==> config.mk <==
export PLATFORM = sky130hd
export DESIGN_NAME = rr_decode_arb8
export DESIGN_NICKNAME = d
export VERILOG_FILES = /design/src/rtl/rr_decode_arb8.sv
export SDC_FILE = /design/constraint.sdc
export NUM_CORES = 1
export LEC_CHECK = 0
export BUFFER_PORTS_ARGS = -buffer_cell sky130_fd_sc_hd__buf_2
export CAP_MARGIN = 20
export CORE_ASPECT_RATIO = 1.1
export CORE_UTILIZATION = 50
export CTS_BUF_LIST = sky130_fd_sc_hd__clkbuf_8
export CTS_CLUSTER_DIAMETER = 200
export DETAILED_ROUTE_END_ITERATION = 10
export GPL_TIMING_DRIVEN = 0
export HOLD_SLACK_MARGIN = 0.02
export MAX_ROUTING_LAYER = met4
export PLACE_DENSITY = 0.7
export SKIP_LAST_GASP = 1
export SLEW_MARGIN = 30
export SYNTH_ARGS = -nofsm -noshare
export SYNTH_HDL_FRONTEND = slang
export SYNTH_SLANG_ARGS = --single-unit
==> constraint.sdc <==
create_clock -name clk -period 4.8 [get_ports clk]
set_input_delay 0.24 -clock clk [delete_from_list [all_inputs] [get_ports clk]]
set_output_delay 0.24 -clock clk [all_outputs]
set_load 0.1 [all_outputs]
==> src/rtl/rr_decode_arb8.sv <==
// rr_decode_arb8: eight-way round-robin arbiter with decoder-style active-low one-hot grant
// Ports: clk/rst (sync, active-high); req_[7:0] active-low requests; en gates new grants;
//        hold blocks timeout preemption; sel/gvalid registered grant index and valid;
//        y_ active-low one-hot of sel (8'hFF when idle); tout one-cycle timeout-release pulse.
module rr_decode_arb8 #(
  parameter int MAXHOLD = 16,
  parameter int TURN = 1
) (
  input  logic       clk,
  input  logic       rst,
  input  logic [7:0] req_,
  input  logic       en,
  input  logic       hold,
  output logic [2:0] sel,
  output logic       gvalid,
  output logic [7:0] y_,
  output logic       tout
);
  localparam int CW = MAXHOLD > 1 ? $clog2(MAXHOLD) : 1;
  localparam logic [CW-1:0] CMAX = CW'(MAXHOLD == 0 ? 0 : MAXHOLD - 1);
  localparam logic [1:0] TC0 = 2'(TURN == 0 ? 0 : TURN - 1);
  typedef enum logic [1:0] {IDLE, GRANT, TGAP} state_t;
  state_t state, n_state;
  logic [2:0] ptr, n_ptr, n_sel, win, idx;
  logic [CW-1:0] cnt, n_cnt;
  logic [1:0] tc, n_tc;
  logic [7:0] r, others;
  logic n_gv, n_tout, found, rel, to;
  assign r = ~req_;
  assign others = r & ~(8'b1 << sel);
  // Scan from the farthest offset down so the closest asserted index to ptr wins last.
  always_comb begin
    win = ptr;
    found = 1'b0;
    idx = 3'd0;
    for (int i = 7; i >= 0; i--) begin
      idx = ptr + 3'(i);
      if (r[idx]) begin
        win = idx;
        found = 1'b1;
      end
    end
  end
  assign rel = req_[sel];
  assign to = (MAXHOLD != 0) && (cnt == CMAX) && !hold && !req_[sel] && (others != 8'h00);
  always_comb begin
    n_state = state;
    n_sel = sel;
    n_gv = gvalid;
    n_tout = 1'b0;
    n_ptr = ptr;
    n_cnt = cnt;
    n_tc = tc;
    case (state)
      IDLE:
        if (en && found) begin
          n_sel = win;
          n_gv = 1'b1;
          n_cnt = '0;
          n_state = GRANT;
        end
      GRANT:
        if (rel || to) begin
          n_gv = 1'b0;
          n_ptr = sel + 3'd1;
          n_tout = to;
          n_tc = TC0;
          n_state = TURN == 0 ? IDLE : TGAP;
        end else begin
          n_cnt = cnt == CMAX ? cnt : cnt + CW'(1);
        end
      TGAP: begin
        n_state = tc == 2'd0 ? IDLE : TGAP;
        n_tc = tc == 2'd0 ? tc : tc - 2'd1;
      end
      default: n_state = IDLE;
    endcase
  end
  always_ff @(posedge clk) begin
    if (rst) begin
      state <= IDLE;
      sel <= 3'd0;
      gvalid <= 1'b0;
      y_ <= 8'hFF;
      tout <= 1'b0;
      ptr <= 3'd0;
      cnt <= '0;
      tc <= 2'd0;
    end else begin
      state <= n_state;
      sel <= n_sel;
      gvalid <= n_gv;
      y_ <= n_gv ? ~(8'b1 << n_sel) : 8'hFF;
      tout <= n_tout;
      ptr <= n_ptr;
      cnt <= n_cnt;
      tc <= n_tc;
    end
  end
endmodule

==> reports/qor.csv, run 1 <==
metric,value,unit
status,"complete, no violations",
design_power_total,0.000742,W
clkTransAtPathRegs,80,ps
nFillCells,364,
die_x,63.0,um
first_iter_violations,197,
antenna_cells,0,
rsz0062_at_grt,false,
p_int,0.000446,W
seq_power_share,0.303,
slowest_delay,670,ps
power_density,323,mW/mm^2
synth_area_per_cell,8.98,sq um
fin_cells,307,
clock_skew,4.53,ps
coreArea,0.00393,sq mm
die_y,69.1,um
worst-setup-path-type,register to register,
fmax,247,MHz
routed_via_density,6.07,
yosysUniqueCellTypes,57,
synth_area_leaders,"dfxtp_1, mux4_2, mux4_1",
dieArea,0.00435,sq mm
yosysSeqAreaShare,0.235,
hold_violations,0,
htree_levels,1,
syn_to_final_growth,12.3,%
fin_crit,4050,ps
min_period_over_period,0.843,
num-nets-final,278,
synth_top_area_share,0.235,
portBuffers,23,
path_cells,clkbuf_1 > buf_2 > inv_1 > ha_1 > buf_2 > mux4_1 > nand2_1 > o311a_1 > nor2_1 > or3_1 > a21oi_1 > or3b_1,
vias,1862,
finalSetupViolations,0,
holdWs,237,ps
yosys-top-cells-count,"dfxtp_1, nor2_1, inv_1",
grt_util_all_layers,0.238,
wl_per_cell,15.5,um
grt_first_pass_wirelength,8110,um
place.gp.congestion,0.899,
p_leak,0.921,nW
initial_core_util,0.520,
cts_made_buffers,3,
tightest_slew,689,ps
worstSkewPairLatency,260,ps
cts_buffer_depth,2,
slew_headroom,0.535,
hp-class,input port to register,
synth_ff_type,dfxtp_1,
async_flop_share,0,
irDropWorstVdd,0.000205,V
ys_warn_count,0,
drcViolationCount,0,
ant_nets,0,
swShare,0.399,
syn-num-nets,250,
worstPathArrival,4200,ps
cts_tree,built,
routed_wl,4750,um
critPathRequiredTime,4950,ps
postCtsSetupBuffers,0,
pin_count,25,
syn_inst,228,
synth_area,0.00205,sq mm
grt_overflow,0,
switchingPower,0.000296,W
cp_common_cell,buf_2,
dp_hpwl,3640,um
slew_viol_final,0,
post_cts_resize_count,0,
synth.most_common_cell,dfxtp_1,
cts_root_buf,clkbuf_8,
cts.sinks,24,
startpoint_type,register,
ys_seq_elements,24,
grt_start_max_net_pins,15,
combPwrFrac,0.465,
cp_max_fo,10,
tns,0,ps
holdBufCountCts,0,
drv_cap,0,
grt_pass1_vias,1785,
cp-end-kind,register,
drive_gt1_frac,0.196,
place_inst,303,
clock_power_share,0.232,
placementRows,24,
synth-edff-count,0,
yosysTopAreaCell,dfxtp_1,
dr.pass1.iters,6,
grt_antenna_before_repair,0,
critical_path.slowest_cell,mux4_1,
[logic make-up after synthesis]
group / after synthesis / share of synthesized area
AOI/OAI and AO/OA: 59 / 0.205
buffers and inverters: 33 / 0.0721
xor gates and xnor gates: 5 / 0.0251
and+or+nand+nor: 73 / 0.189
adders and majority gates: 10 / 0.0611
DFF: 24 / 0.235
muxes: 24 / 0.213
[per-layer routing]
metal,part of all wire,wire (um),track usage,up-vias
met2,0.50,2390,0.394,49
met3,0.045,215,0.0232,15
met1,0.42,2020,0.295,881
met4,0.027,128,0.0956,0
li1,-,-,-,917
met5,0,0,-,-
[through the flow]
step | setup slack, ps | util | instance area, sq um
2_1_floorplan | 1320 | - | 2050
3_3_place_gp | 852 | 0.566 | 2230
3_5_place_dp | 819 | 0.566 | 2230
4_1_cts | 800 | 0.584 | 2300
5_1_grt | 591 | 0.584 | 2300
6_report | 751 | 0.584 | 2300
[cells in the final DEF, fill, tap and decap left out, types with 2 or more instances in the layout]
master     instances
clkbuf_8           3
o211a_1            2
nand2_1           13
nand3b_1           9
buf_2             27
o31ai_1            4
nand3_1            9
dfxtp_1           24
nand2b_1           4
a2bb2oi_1          2
o22a_1             2
mux4_2             8
o22ai_1            3
a21oi_1           16
nor3_1             4
a311oi_1           2
inv_1             17
nor2_1            20
nand4_1            3
nor2b_1            2
o21ai_0            3
o311ai_0           2
clkbuf_1           7
a211oi_1           9
ha_1              10
inv_2              2
mux4_1             5
xor2_1             4
mux2i_1            9
[area by class of cell]
cell class                      instances  area (sq um)  share of cell area
Multi-Input combinational cell        171          1420               0.617
Sequential cell                        24           480               0.209
Timing Repair Buffer                   23           115              0.0501
Inverter                               20          75.1              0.0327
Buffer                                 13          72.6              0.0316
Tap cell                               52          65.1              0.0283
Clock buffer                            3          41.3              0.0180
Clock inverter                          1          30.0              0.0131
[final timing paths]
| path | start | end | slack (ps) | cells past startpoint |
|---|---|---|---|---|
| min reg2reg | cnt[1]$_SDFFE_PP0P_ | cnt[1]$_SDFFE_PP0P_ | 510 | 2 |
| max reg2reg | ptr[1]$_SDFFE_PP0P_ | y_[3]$_SDFF_PP1_ | 750 | 12 |
| max | ptr[1]$_SDFFE_PP0P_ | y_[3]$_SDFF_PP1_ | 750 | 12 |
| min | rst | ptr[2]$_SDFFE_PP0P_ | 240 | 2 |
[registers in the layout, indices dropped and copies added, names as in the netlist]
name	cells
gvalid	1
y_	8
sel	3
cnt	4
state	2
ptr	3
tout	1
tc	2
[critical path, delay by kind of cell (launching register included)]
kind	cells	cell delay, ps
adders and majority gates	1	280
DFF	1	340
muxes	1	670
AOI/OAI and AO/OA	2	630
and+or+nand+nor	4	1000
buffers and inverters	4	1010
[power groups by stage]
| stage | clock, W | sequential [W] | combinational [W] |
|---|---|---|---|
| after floorplan | 0 | 0.000288 | 0.000215 |
| after global placement | 0 | 0.000229 | 0.000339 |
| after detailed placement | 0 | 0.000230 | 0.000342 |
| after CTS | 0.000179 | 0.000225 | 0.000343 |
| after global routing | 0.000186 | 0.000227 | 0.000374 |
| final | 0.000172 | 0.000225 | 0.000345 |
Note: power is estimated with default switching activity, not from simulation.
==> run 2, diff against run 1 <==
Clock period 4.8 ns to 4.2 ns, I/O delays scaled along.
==> run 2 against run 1 <==
Register-to-register slack lost 420 ps. Combinational power grew 14%. Global-route usage is the same. Largest cell class unchanged. Highest routed layer unchanged.
==> reports/qor.csv, run 2 (same netlist as run 1, synthesis figures left out) <==
metric,value,unit,change
cts.sinks,24,,unchanged
num-nets-final,278,,unchanged
routed_via_density,6.08,,was 6.07
hp-class,input port to register,,unchanged
rrSetupSlack,330,ps,was 750 ps
p_leak,0.925,nW,was 0.921 nW
wl_per_cell,15.5,um,about the same
fin_ws,334,ps,was 751 ps
tightest_slew,672,ps,was 689 ps
worstPathArrival,4020,ps,was 4200 ps
drive_gt1_frac,0.200,,was 0.196
r2r-start,ptr[1]$_SDFFE_PP0P_,,unchanged
r2r-end,y_[3]$_SDFF_PP1_,,unchanged
grt_overflow,0,,unchanged
design_power_total,0.000848,W,was 0.000742 W
cp_max_fo,10,,unchanged
fin_crit,3870,ps,was 4050 ps
worst-setup-path-type,register to register,,unchanged
swShare,0.399,,about the same
r2r_cells,12,,unchanged
portBuffers,23,,unchanged
cts_tree,built,,unchanged
first_iter_violations,196,,was 197
dieArea,0.00435,sq mm,unchanged
whs_path_depth,2,,unchanged
seq_power_share,0.303,,about the same
dp_hpwl,3640,um,unchanged
routed_wl,4750,um,about the same
rsz0062_at_grt,false,,unchanged
htree_levels,1,,unchanged
slowest_delay,670,ps,about the same
fin_cells,307,,unchanged
final_cell_mix,"buf_2, dfxtp_1, nor2_1",,unchanged
path_buf_inv,4,,unchanged
place_inst,303,,unchanged
min_to,ptr[2]$_SDFFE_PP0P_,,unchanged
worstHoldStart,rst,,unchanged
path_delay_family,simple AND/OR/NAND/NOR gates,,was buffers and inverters
grt_antenna_before_repair,0,,unchanged
cts_made_buffers,3,,unchanged
antenna_cells,0,,unchanged
worstSkewPairLatency,260,ps,about the same
pin_count,25,,unchanged
clkTransAtPathRegs,80,ps,about the same
irDropWorstVdd,0.000234,V,was 0.000205 V
p_int,0.000510,W,was 0.000446 W
reg_top3,"y_ (8), cnt (4)",,unchanged
coreArea,0.00393,sq mm,unchanged
clock_power_share,0.232,,about the same
vias,1867,,was 1862
ant_nets,0,,unchanged
power_density,369,mW/mm^2,was 323 mW/mm^2
slew_headroom,0.546,,was 0.535
drcViolationCount,0,,unchanged
initial_core_util,0.520,,unchanged
cts_buffer_depth,2,,unchanged
critical_path.slowest_cell,mux4_1,,unchanged
place.gp.congestion,0.899,,unchanged
min_period_over_period,0.920,,was 0.843
status,"complete, no violations",,unchanged
grt_pass1_vias,1785,,unchanged
tns,0,ps,unchanged
grt_start_max_net_pins,15,,unchanged
largest_reg_flops,8,,unchanged
largest-register,y_,,unchanged
die_y,69.1,um,unchanged
cts_root_buf,clkbuf_8,,unchanged
holdWs,207,ps,was 237 ps
syn_to_final_growth,12.3,%,about the same
hold_violations,0,,unchanged
placementRows,24,,unchanged
layout_commonest_cell,buf_2,,unchanged
path_cells,clkbuf_2 > buf_2 > inv_1 > ha_1 > buf_2 > mux4_1 > nand2_1 > o311a_1 > nor2_1 > or3_1 > a21oi_1 > or3b_1,,was clkbuf_1 > buf_2 > inv_1 > ha_1 > buf_2 > mux4_1 > nand2_1 > o311a_1 > nor2_1 > or3_1 > a21oi_1 > or3b_1
combPwrFrac,0.465,,about the same
grt_first_pass_wirelength,8110,um,unchanged
finalSetupViolations,0,,unchanged
drv_cap,0,,unchanged
slew_viol_final,0,,unchanged
dr.pass1.iters,6,,unchanged
place_ws,219,ps,was 819 ps
holdBufCountCts,0,,unchanged
postCtsSetupBuffers,0,,unchanged
post_cts_resize_count,0,,unchanged
fmax,259,MHz,was 247 MHz
grt_util_all_layers,0.238,,unchanged
die_x,63.0,um,unchanged
startpoint_type,register,,unchanged
clock_skew,4.53,ps,unchanged
cp-end-kind,register,,unchanged
switchingPower,0.000338,W,was 0.000296 W
cp_common_cell,buf_2,,unchanged
critPathRequiredTime,4350,ps,was 4950 ps
-- run 2: how the worst max path moves through the flow --
stage / from / end / slack, ps / depth (start not counted)
detailed placement: ptr[1]$_SDFFE_PP0P_ / y_[3]$_SDFF_PP1_ / 220 / 12
floorplan: ptr[1]$_SDFFE_PP0P_ / y_[3]$_SDFF_PP1_ / 720 / 12
CTS: ptr[1]$_SDFFE_PP0P_ / y_[3]$_SDFF_PP1_ / 200 / 12
global placement: ptr[1]$_SDFFE_PP0P_ / y_[3]$_SDFF_PP1_ / 250 / 12
finish: ptr[1]$_SDFFE_PP0P_ / y_[3]$_SDFF_PP1_ / 330 / 12
global route: ptr[1]$_SDFFE_PP0P_ / y_[3]$_SDFF_PP1_ / 170 / 12
-- run 2: power by group through the flow --
stage	Sequential [W]	Clock [W]	Combinational (W)
3_5_place_dp	0.000263	0	0.000391
3_3_place_gp	0.000262	0	0.000388
4_1_cts	0.000257	0.000204	0.000392
2_1_floorplan	0.000329	0	0.000245
6_report	0.000257	0.000196	0.000395
5_1_grt	0.000260	0.000212	0.000428
-- run 2: stage by stage --
step                utilization  area (sq um)
floorplan                     -          2050
global placement          0.566          2230
detailed placement        0.566          2230
CTS                       0.584          2300
global route              0.585          2300
finish                    0.585          2300
-- run 2: area by class of cell --
cell class	instances	area (sq um)
fill	364	1630
multi-input combinational	171	1420
sequential	24	480
timing repair buffer	23	115
inverter	20	75.1
buffer	13	73.8
tap	52	65.1
clock buffer	3	41.3
clock inverter	1	30.0
-- run 2: per-layer routing --
metal	global-route usage	vias to the layer above	part of all wire
met5	-	-	0
met4	0.0956	0	0.027
met3	0.0232	15	0.040
met2	0.394	42	0.51
met1	0.295	893	0.43
li1	-	917	-
==> run 3, diff against run 2 <==
Settings changed: CORE_UTILIZATION 50 to 40, MAX_ROUTING_LAYER met4 to not set, PLACE_DENSITY 0.7 to not set.
==> run 3 against run 2 <==
Total power up 0.97%. Clock skew up 3.0 ps. Critical path depth stayed put. Non-clock buffer count unchanged. Critical path type unchanged. Critical endpoint unchanged. Largest cell class unchanged. Largest power group unchanged.
==> reports/qor.csv, run 3 (same netlist as run 1, synthesis figures left out) <==
metric,value,unit,change
wl_per_cell,16.5,um,was 15.5 um
grt_first_pass_wirelength,8850,um,was 8110 um
largest-register,y_,,unchanged
r2r_cells,12,,unchanged
portBuffers,23,,unchanged
routed_via_density,6.05,,was 6.08
final_cell_mix,"buf_2, dfxtp_1, nor2_1",,unchanged
place.gp.congestion,0.790,,was 0.899
hold_violations,0,,unchanged
cts_buffer_depth,2,,unchanged
grt_util_all_layers,0.201,,was 0.238
drv_cap,0,,unchanged
worstHoldStart,rst,,unchanged
initial_core_util,0.428,,was 0.520
cp_max_fo,10,,unchanged
routed_wl,5120,um,was 4750 um
r2r-end,y_[3]$_SDFF_PP1_,,unchanged
ant_nets,0,,unchanged
drcViolationCount,0,,unchanged
tightest_slew,757,ps,was 672 ps
die_y,77.0,um,was 69.1 um
dieArea,0.00541,sq mm,was 0.00435 sq mm
grt_overflow,0,,unchanged
worstSkewPairLatency,270,ps,was 260 ps
first_iter_violations,126,,was 196
dr.pass1.iters,4,,was 6
grt_pass1_vias,1800,,was 1785
hp-class,input port to register,,unchanged
cts_tree,built,,unchanged
r2r-start,ptr[1]$_SDFFE_PP0P_,,unchanged
irDropWorstVdd,0.000263,V,was 0.000234 V
cts_made_buffers,3,,unchanged
fmax,255,MHz,was 259 MHz
fin_cells,311,,was 307
dp_hpwl,3870,um,was 3640 um
die_x,70.2,um,was 63.0 um
worstPathArrival,4080,ps,was 4020 ps
num-nets-final,278,,unchanged
pin_count,25,,unchanged
rrSetupSlack,280,ps,was 330 ps
syn_to_final_growth,12.6,%,was 12.3%
clkTransAtPathRegs,90,ps,was 80 ps
drive_gt1_frac,0.200,,unchanged
largest_reg_flops,8,,unchanged
critPathRequiredTime,4360,ps,was 4350 ps
cp-end-kind,register,,unchanged
whs_path_depth,2,,unchanged
worst-setup-path-type,register to register,,unchanged
cts.sinks,24,,unchanged
min_to,ptr[0]$_SDFFE_PP0P_,,was ptr[2]$_SDFFE_PP0P_
clock_skew,7.48,ps,was 4.53 ps
multi_input_area,0.00142,sq mm,unchanged
grt_start_max_net_pins,15,,unchanged
regArea,480,sq um,unchanged
nFillCells,461,,was 364
tns,0,ps,unchanged
antenna_cells,0,,unchanged
vias,1882,,was 1867
placementRows,26,,was 24
finalSetupViolations,0,,unchanged
postCtsSetupBuffers,0,,unchanged
p_leak,0.925,nW,unchanged
startpoint_type,register,,unchanged
grt_antenna_before_repair,0,,unchanged
coreArea,0.00478,sq mm,was 0.00393 sq mm
min_period_over_period,0.934,,was 0.920
slew_headroom,0.489,,was 0.546
slew_viol_final,0,,unchanged
layout_commonest_cell,buf_2,,unchanged
power_density,372,mW/mm^2,was 369 mW/mm^2
reg_top3,"y_ (8), cnt (4)",,unchanged
fin_crit,3920,ps,was 3870 ps
place_inst,307,,was 303
rsz0062_at_grt,false,,unchanged
cts_root_buf,clkbuf_8,,unchanged
status,"complete, no violations",,unchanged
htree_levels,1,,unchanged
[run 3: cell counts in the layout (fill, tap and decap cells not counted)]
No cell type changed its count.
[run 3: worst max-delay path, stage by stage, from the launching register on]
cell and delay, ps:
dfxtp_1 340, clkbuf_2 230, buf_2 260, inv_1 140
ha_1 290, buf_2 250, mux4_1 660, nand2_1 220
o311a_1 370, nor2_1 60, or3_1 360, a21oi_1 260
or3b_1 370
[run 3: metrics by stage]
| stage | util | setup slack, ps | cell area [sq um] | power, W | hold slack [ps] |
|---|---|---|---|---|---|
| after global routing | 0.482 | 61.0 | 2300 | 0.000906 | 230 |
| after CTS | 0.482 | 150 | 2300 | 0.000856 | 211 |
| after global placement | 0.467 | 166 | 2230 | 0.000658 | 480 |
| final | 0.482 | 276 | 2300 | 0.000856 | 207 |
| after detailed placement | 0.467 | 164 | 2230 | 0.000658 | 485 |
| after floorplan | - | 723 | 2050 | 0.000575 | 283 |
[run 3: where the power goes]
group	internal, W	switching [W]	total [W]	leakage, nW
clock network	0.000127	0.0000742	0.000202	0.0357
logic	0.000140	0.000256	0.000396	0.693
registers	0.000242	0.0000161	0.000258	0.195
[run 3: worst max path at each step]
stage | startpoint | end | slack (ps) | cells past startpoint
after floorplan | ptr[1]$_SDFFE_PP0P_ | y_[3]$_SDFF_PP1_ | 720 | 12
after global placement | ptr[1]$_SDFFE_PP0P_ | y_[3]$_SDFF_PP1_ | 170 | 12
after detailed placement | ptr[1]$_SDFFE_PP0P_ | y_[3]$_SDFF_PP1_ | 160 | 12
after CTS | ptr[1]$_SDFFE_PP0P_ | y_[3]$_SDFF_PP1_ | 150 | 12
after global routing | ptr[1]$_SDFFE_PP0P_ | y_[3]$_SDFF_PP1_ | 60 | 12
final | ptr[1]$_SDFFE_PP0P_ | y_[3]$_SDFF_PP1_ | 280 | 12
[run 3: layer usage]
layer,track usage,vias up,routed length (um)
met5,0,-,0
met4,0.0540,0,62
met3,0.0197,6,162
met2,0.337,42,2510
met1,0.276,916,2380
li1,-,918,-
[run 3: area by class of cell]
cell class | count | area share
clock inverters | 1 | 0.0130
clock buffers | 3 | 0.0179
inverters | 20 | 0.0326
multi-input cells | 171 | 0.616
plain buffers | 13 | 0.0320
flip-flops and latches | 24 | 0.208
well taps | 56 | 0.0304
repair buffers | 23 | 0.0499
[run 3: what timing repair did]
action | 4_1_cts | 5_1_grt
hold buffers | 0 | 0
endpoints found under the setup margin | 0 | 2
resized for setup | 0 | 2
hold endpoints to repair | 0 | 0
